==> config.mk <==
export PLATFORM = sky130hd
export DESIGN_NAME = cwru_tx_key_framer
export DESIGN_NICKNAME = d
export VERILOG_FILES = /design/src/rtl/cwru_tx_key_framer.sv
export SDC_FILE = /design/constraint.sdc
export NUM_CORES = 1
export LEC_CHECK = 0
export CORE_MARGIN = 2
export CORE_UTILIZATION = 40
export DETAILED_ROUTE_END_ITERATION = 10
export PLACE_DENSITY = 0.65
export SLEW_MARGIN = 10
export SYNTH_ARGS = -nofsm -noshare
export SYNTH_HDL_FRONTEND = slang
export SYNTH_SLANG_ARGS = --single-unit
==> constraint.sdc <==
create_clock -name CLK -period 1.66 [get_ports CLK]
set_clock_uncertainty 0.05 [all_clocks]
set_input_delay 0.249 -clock CLK [delete_from_list [all_inputs] [get_ports CLK]]
set_output_delay 0.249 -clock CLK [all_outputs]
set_load 0.02 [all_outputs]
==> src/rtl/cwru_tx_key_framer.sv <==
// cwru_tx_key_framer: queued active-low key presses sent as framed serial codes, MSB first; define CWRU_TX_PARITY_EN to add an even-parity bit
module cwru_tx_key_framer #(
  parameter int NUM_KEYS = 4,
  parameter int CODE_W = 8,
  parameter int DIV = 4,
  parameter logic [NUM_KEYS*CODE_W-1:0] CODE_TABLE = 32'hE1B2741D,
  localparam int KW = NUM_KEYS > 1 ? $clog2(NUM_KEYS) : 1,
  localparam int BW = $clog2(CODE_W + 3)
) (
  input  logic                CLK,
  input  logic                RESET_N,
  input  logic [NUM_KEYS-1:0] KEY,
  output logic                ser_out,
  output logic                bit_clk_out,
  output logic                busy,
  output logic [KW-1:0]       cur_key,
  output logic [BW-1:0]       bit_cnt,
  output logic [NUM_KEYS-1:0] pending,
  output logic                frame_done,
  output logic                overrun,
  output logic [6:0]          HEX0
);
  localparam int DW = $clog2(DIV);
`ifdef CWRU_TX_PARITY_EN
  typedef enum logic [2:0] {IDLE, START, DATA, PAR, STOP} state_t;
`else
  typedef enum logic [2:0] {IDLE, START, DATA, STOP} state_t;
`endif
  state_t state, state_nxt;
  logic [NUM_KEYS-1:0] s1, s2, s3, press, clr;
  logic [DW-1:0] div_cnt, div_nxt;
  logic [BW-1:0] bit_nxt;
  logic [CODE_W-1:0] shift_reg, shift_nxt;
  logic [KW-1:0] k, key_nxt;
  logic wrap, load;
  always_ff @(posedge CLK or negedge RESET_N)
    if (!RESET_N) begin
      s1 <= '1;
      s2 <= '1;
      s3 <= '1;
    end else begin
      s1 <= KEY;
      s2 <= s1;
      s3 <= s2;
    end
  assign press = s3 & ~s2;
  always_comb begin
    k = '0;
    for (int i = NUM_KEYS - 1; i >= 0; i--)
      if (pending[i]) k = KW'(i);
  end
  assign wrap = div_cnt == DW'(DIV - 1);
  assign load = state == IDLE && |pending;
  assign clr = load ? NUM_KEYS'(1) << k : '0;
  always_comb begin
    state_nxt = state;
    div_nxt = wrap ? '0 : div_cnt + 1'b1;
    bit_nxt = bit_cnt;
    shift_nxt = shift_reg;
    key_nxt = cur_key;
    case (state)
      IDLE: begin
        div_nxt = '0;
        if (load) begin
          state_nxt = START;
          shift_nxt = CODE_TABLE[k*CODE_W +: CODE_W];
          key_nxt = k;
        end
      end
      START: if (wrap) begin
        state_nxt = DATA;
        bit_nxt = bit_cnt + 1'b1;
      end
      DATA: if (wrap) begin
        shift_nxt = shift_reg << 1;
        bit_nxt = bit_cnt + 1'b1;
`ifdef CWRU_TX_PARITY_EN
        if (bit_cnt == BW'(CODE_W)) state_nxt = PAR;
`else
        if (bit_cnt == BW'(CODE_W)) state_nxt = STOP;
`endif
      end
`ifdef CWRU_TX_PARITY_EN
      PAR: if (wrap) begin
        state_nxt = STOP;
        bit_nxt = bit_cnt + 1'b1;
      end
`endif
      STOP: if (wrap) begin
        state_nxt = IDLE;
        bit_nxt = '0;
      end
      default: state_nxt = IDLE;
    endcase
  end
  always_ff @(posedge CLK or negedge RESET_N)
    if (!RESET_N) begin
      state <= IDLE;
      div_cnt <= '0;
      bit_cnt <= '0;
      shift_reg <= '0;
      cur_key <= '0;
      pending <= '0;
      overrun <= 1'b0;
    end else begin
      state <= state_nxt;
      div_cnt <= div_nxt;
      bit_cnt <= bit_nxt;
      shift_reg <= shift_nxt;
      cur_key <= key_nxt;
      pending <= (pending & ~clr) | press;
      overrun <= overrun | |(press & pending & ~clr);
    end
  // outputs decode straight from state so reset forces the line idle without a clock
`ifdef CWRU_TX_PARITY_EN
  assign ser_out = state == START ? 1'b0 : state == DATA ? shift_reg[CODE_W-1] :
                   state == PAR ? ^CODE_TABLE[cur_key*CODE_W +: CODE_W] : 1'b1;
`else
  assign ser_out = state == START ? 1'b0 : state == DATA ? shift_reg[CODE_W-1] : 1'b1;
`endif
  assign busy = state != IDLE;
  assign bit_clk_out = busy && div_cnt < DW'(DIV / 2);
  assign frame_done = state == STOP && wrap;
  always_comb
    case (4'(cur_key))
      4'h0: HEX0 = 7'b1000000;
      4'h1: HEX0 = 7'b1111001;
      4'h2: HEX0 = 7'b0100100;
      4'h3: HEX0 = 7'b0110000;
      4'h4: HEX0 = 7'b0011001;
      4'h5: HEX0 = 7'b0010010;
      4'h6: HEX0 = 7'b0000010;
      4'h7: HEX0 = 7'b1111000;
      4'h8: HEX0 = 7'b0000000;
      4'h9: HEX0 = 7'b0010000;
      4'hA: HEX0 = 7'b0001000;
      4'hB: HEX0 = 7'b0000011;
      4'hC: HEX0 = 7'b1000110;
      4'hD: HEX0 = 7'b0100001;
      4'hE: HEX0 = 7'b0000110;
      default: HEX0 = 7'b0001110;
    endcase
endmodule
==> results.sh <==
export IMPL_worstSetupStartpointType="register"
export IMPL_synthTopCellsByCount="23 x dfrtp_1, 14 x inv_1, 13 x nor2_1"
export IMPL_p_leak_nw=1.125
export IMPL_drc=0
export IMPL_ys_ff_latch=35
export IMPL_synth_top_area_share_pct=34.23
export IMPL_ys_flop_type="dfrtp_1"
export IMPL_period_needed_ns=1.630
export IMPL_ff2ff_setup_slack_ns=0.03
export IMPL_die_area_um2=4739
export IMPL_yosys_top_cells_area="dfrtp_1 34%, dfstp_2 19%, ha_1 8.2%, a21oi_2 3.6%, inv_1 3.1%"
export IMPL_power_density_nw_per_um2=2043
export IMPL_clock_root_buffer="clkbuf_8"
export IMPL_drive_above_1_share_pct=44.02
export IMPL_num_rows=23
export IMPL_htreeDepth=2
export IMPL_clk_latency_ns=0.29
export IMPL_postLayoutCellArea_um2=2400
export IMPL_first_pass_iters=4
export IMPL_gp_congestion=0.8433
export IMPL_routed_via_count=1246
export IMPL_synth_xor_area_share_pct=0
export IMPL_hold_viol=0
export IMPL_timing_fmax_mhz=613.3
export IMPL_synth_area_mux_share_pct=6.101
export IMPL_synthArstFlopShare_pct=100.0
export IMPL_antenna_found_initial=0
export IMPL_critical_path_class="reg2reg"
export IMPL_n_antenna_cell=0
export IMPL_io_pins=28
export IMPL_cts_tree="built"
export IMPL_grt_pass1_vias=1230
export IMPL_slew_violations=0
export IMPL_synth_area_per_cell_um2=10.99
export IMPL_fin_cells=259
export IMPL_outcome="completed"
export IMPL_synthCells=153
export IMPL_cp_end_kind="register"
export IMPL_regToRegStartpoint="state[0]"
export IMPL_finish_utilization_pct=59.57
export IMPL_path_max_fanout=4
export IMPL_cp_cell_sequence="inv_2 > ha_4 > buf_6 > mux2i_4 > a21oi_4 > mux2_4"
export IMPL_fp_dieW_um=68.84
export IMPL_cts_sinks=35
export IMPL_critPathRequiredTime_ns=1.78
export IMPL_max_vdd_ir_drop_mv=1.181
export IMPL_drt_initial_drc_count=50
export IMPL_grt_pass1_wl_mm=5.499
export IMPL_synthSimpleGateAreaFrac_pct=14.43
export IMPL_r2r_cells=6
export IMPL_syn_nets=170
export IMPL_finalSetupViolCount=0
export IMPL_synth_edf_count=0
export IMPL_synthesis_area_um2=1682
export IMPL_grt_max_degree=36
export IMPL_placed_area_um2=2146
export IMPL_cts_max_path_buffers=2
export IMPL_grt_ovfl_total=0
export IMPL_hpwl_mm=2.388
export IMPL_layout_nets=225
export IMPL_largest_reg_flops=8
export IMPL_initial_core_util_pct=41.74
export IMPL_fill_cells=332
export IMPL_synth_top_family_by_area="simple AND/OR/NAND/NOR gates"
export IMPL_dieHeight_um=68.84
export IMPL_fin_crit_sh_pct=98.22
export IMPL_cts_buffers=5
export IMPL_cp_arrival_ns=1.75
export IMPL_flow_area_growth_from_synthesis_pct=42.71
export IMPL_coreArea_um2=4029
export IMPL_yosys_area_top_type="dfrtp_1"
export IMPL_holdBufCountCts=0
export IMPL_clk_pin_slew_ns=0.08
export IMPL_antenna_left=0
export IMPL_yosysWarnings=0
export IMPL_grt_use_total_pct=15.82
export IMPL_wirelength_mm=3.436
export IMPL_synthAdderAreaFrac_pct=8.185
export IMPL_startpoint="state[0]"
export IMPL_worstReg2RegEnd="shift_reg[2]"
export IMPL_hold_path_class="in2async"
export IMPL_place_inst=242
export IMPL_portBuffers=26
export IMPL_rsz0062_at_grt="true"
export IMPL_synth_compound_gate_area_share_pct=12.35
export IMPL_critical_path_max_stage_delay_ns=0.39
export IMPL_maxCapViolations=0
export IMPL_crit_slowest_cell="dfrtp_1"
export IMPL_yosysSeqAreaShare_pct=52.98
export IMPL_synth_distinct_cells=37
export IMPL_drt_wirelength_per_cell_um=13.27
export IMPL_via_per_inst=4.811
export IMPL_synth_most_common_cell="dfrtp_1"
[cell usage in the layout, fill, tap and decap left out, types with 5 or more instances in the layout]
| cell | count |
|---|---|
| inv_1 | 11 |
| nand2_1 | 9 |
| clkbuf_8 | 5 |
| buf_4 | 22 |
| ha_1 | 5 |
| a21oi_2 | 6 |
| nor2_2 | 6 |
| dlymetal6s2s_1 | 5 |
| clkdlybuf4s50_1 | 10 |
| dfstp_2 | 12 |
| dlygate4sd2_1 | 7 |
| o21ai_1 | 7 |
| nor2_1 | 11 |
| dfrtp_1 | 18 |
| a21oi_1 | 6 |
| dfrtp_2 | 5 |
[layout make-up]
cell class	instances	area [um2]	area share [%]
clock buffers	5	68.82	2.868
repair buffers	54	489.2	20.39
multi-input cells	97	804.5	33.52
flip-flops and latches	35	897.1	37.38
well taps	50	62.56	2.607
inverters	15	56.30	2.346
clock inverters	3	21.27	0.8863
[metrics by stage]
stage / power (mW) / setup slack, ns / hold WS (ns) / setup TNS [ns]
finish: 4.904 / 0.02950 / 0.2705 / 0
global route: 5.280 / -0.02269 / 0.2954 / -0.06759
CTS: 4.618 / -0.02723 / 0.2752 / -0.07827
detailed placement: 3.922 / -0.07770 / 0.2979 / -0.2762
global placement: 3.828 / -0.06994 / 0.2964 / -0.1218
floorplan: 2.962 / 0.006109 / -0.09659 / 0
[logic make-up (layout without fill, tap and decap cells)]
family / after synthesis / in the layout
adder cells (fa/ha/maj): 11 / 11
AO/OA/AOI/OAI: 30 / 30
flip-flops: 35 / 35
AND/OR/NAND/NOR: 46 / 46
other: 1 / 1
buffers and inverters: 21 / 77
multiplexers: 9 / 9
[power by group]
part / switching (mW) / internal (mW)
clock: 0.335 / 0.302
combinational: 1.46 / 1.45
sequential: 0.225 / 1.14
total: 2.02 / 2.89
[worst max path at each step]
stage	cells after the start	to
after floorplan	7	overrun
after detailed placement	4	bit_clk_out
after global routing	7	overrun
final	6	shift_reg[2]
after CTS	6	shift_reg[2]
after global placement	4	bit_clk_out
[what timing repair did]
item,4_1_cts,5_1_grt
pin swaps,0,4
setup endpoints to repair,21,21
gates cloned,1,0
setup buffers,2,6
gates resized for setup,25,30
[routing by layer]
metal / vias up / wire [um] / track usage [%]
li1: 612 / - / -
met1: 607 / 1464 / 18.87
met2: 22 / 1808 / 27.52
met3: 5 / 125 / 4.545
met4: 0 / 37 / 4.902
met5: - / 0 / 0
[worst max-delay path: cells and delay by family (launching register included)]
| family | cells | cell delay [ns] |
|---|---|---|
| adders and majority gates | 1 | 0.17 |
| muxes | 2 | 0.50 |
| buffers and inverters | 2 | 0.20 |
| AOI/OAI and AO/OA | 1 | 0.20 |
| DFF | 1 | 0.39 |
(Power assumes the default switching activity.)
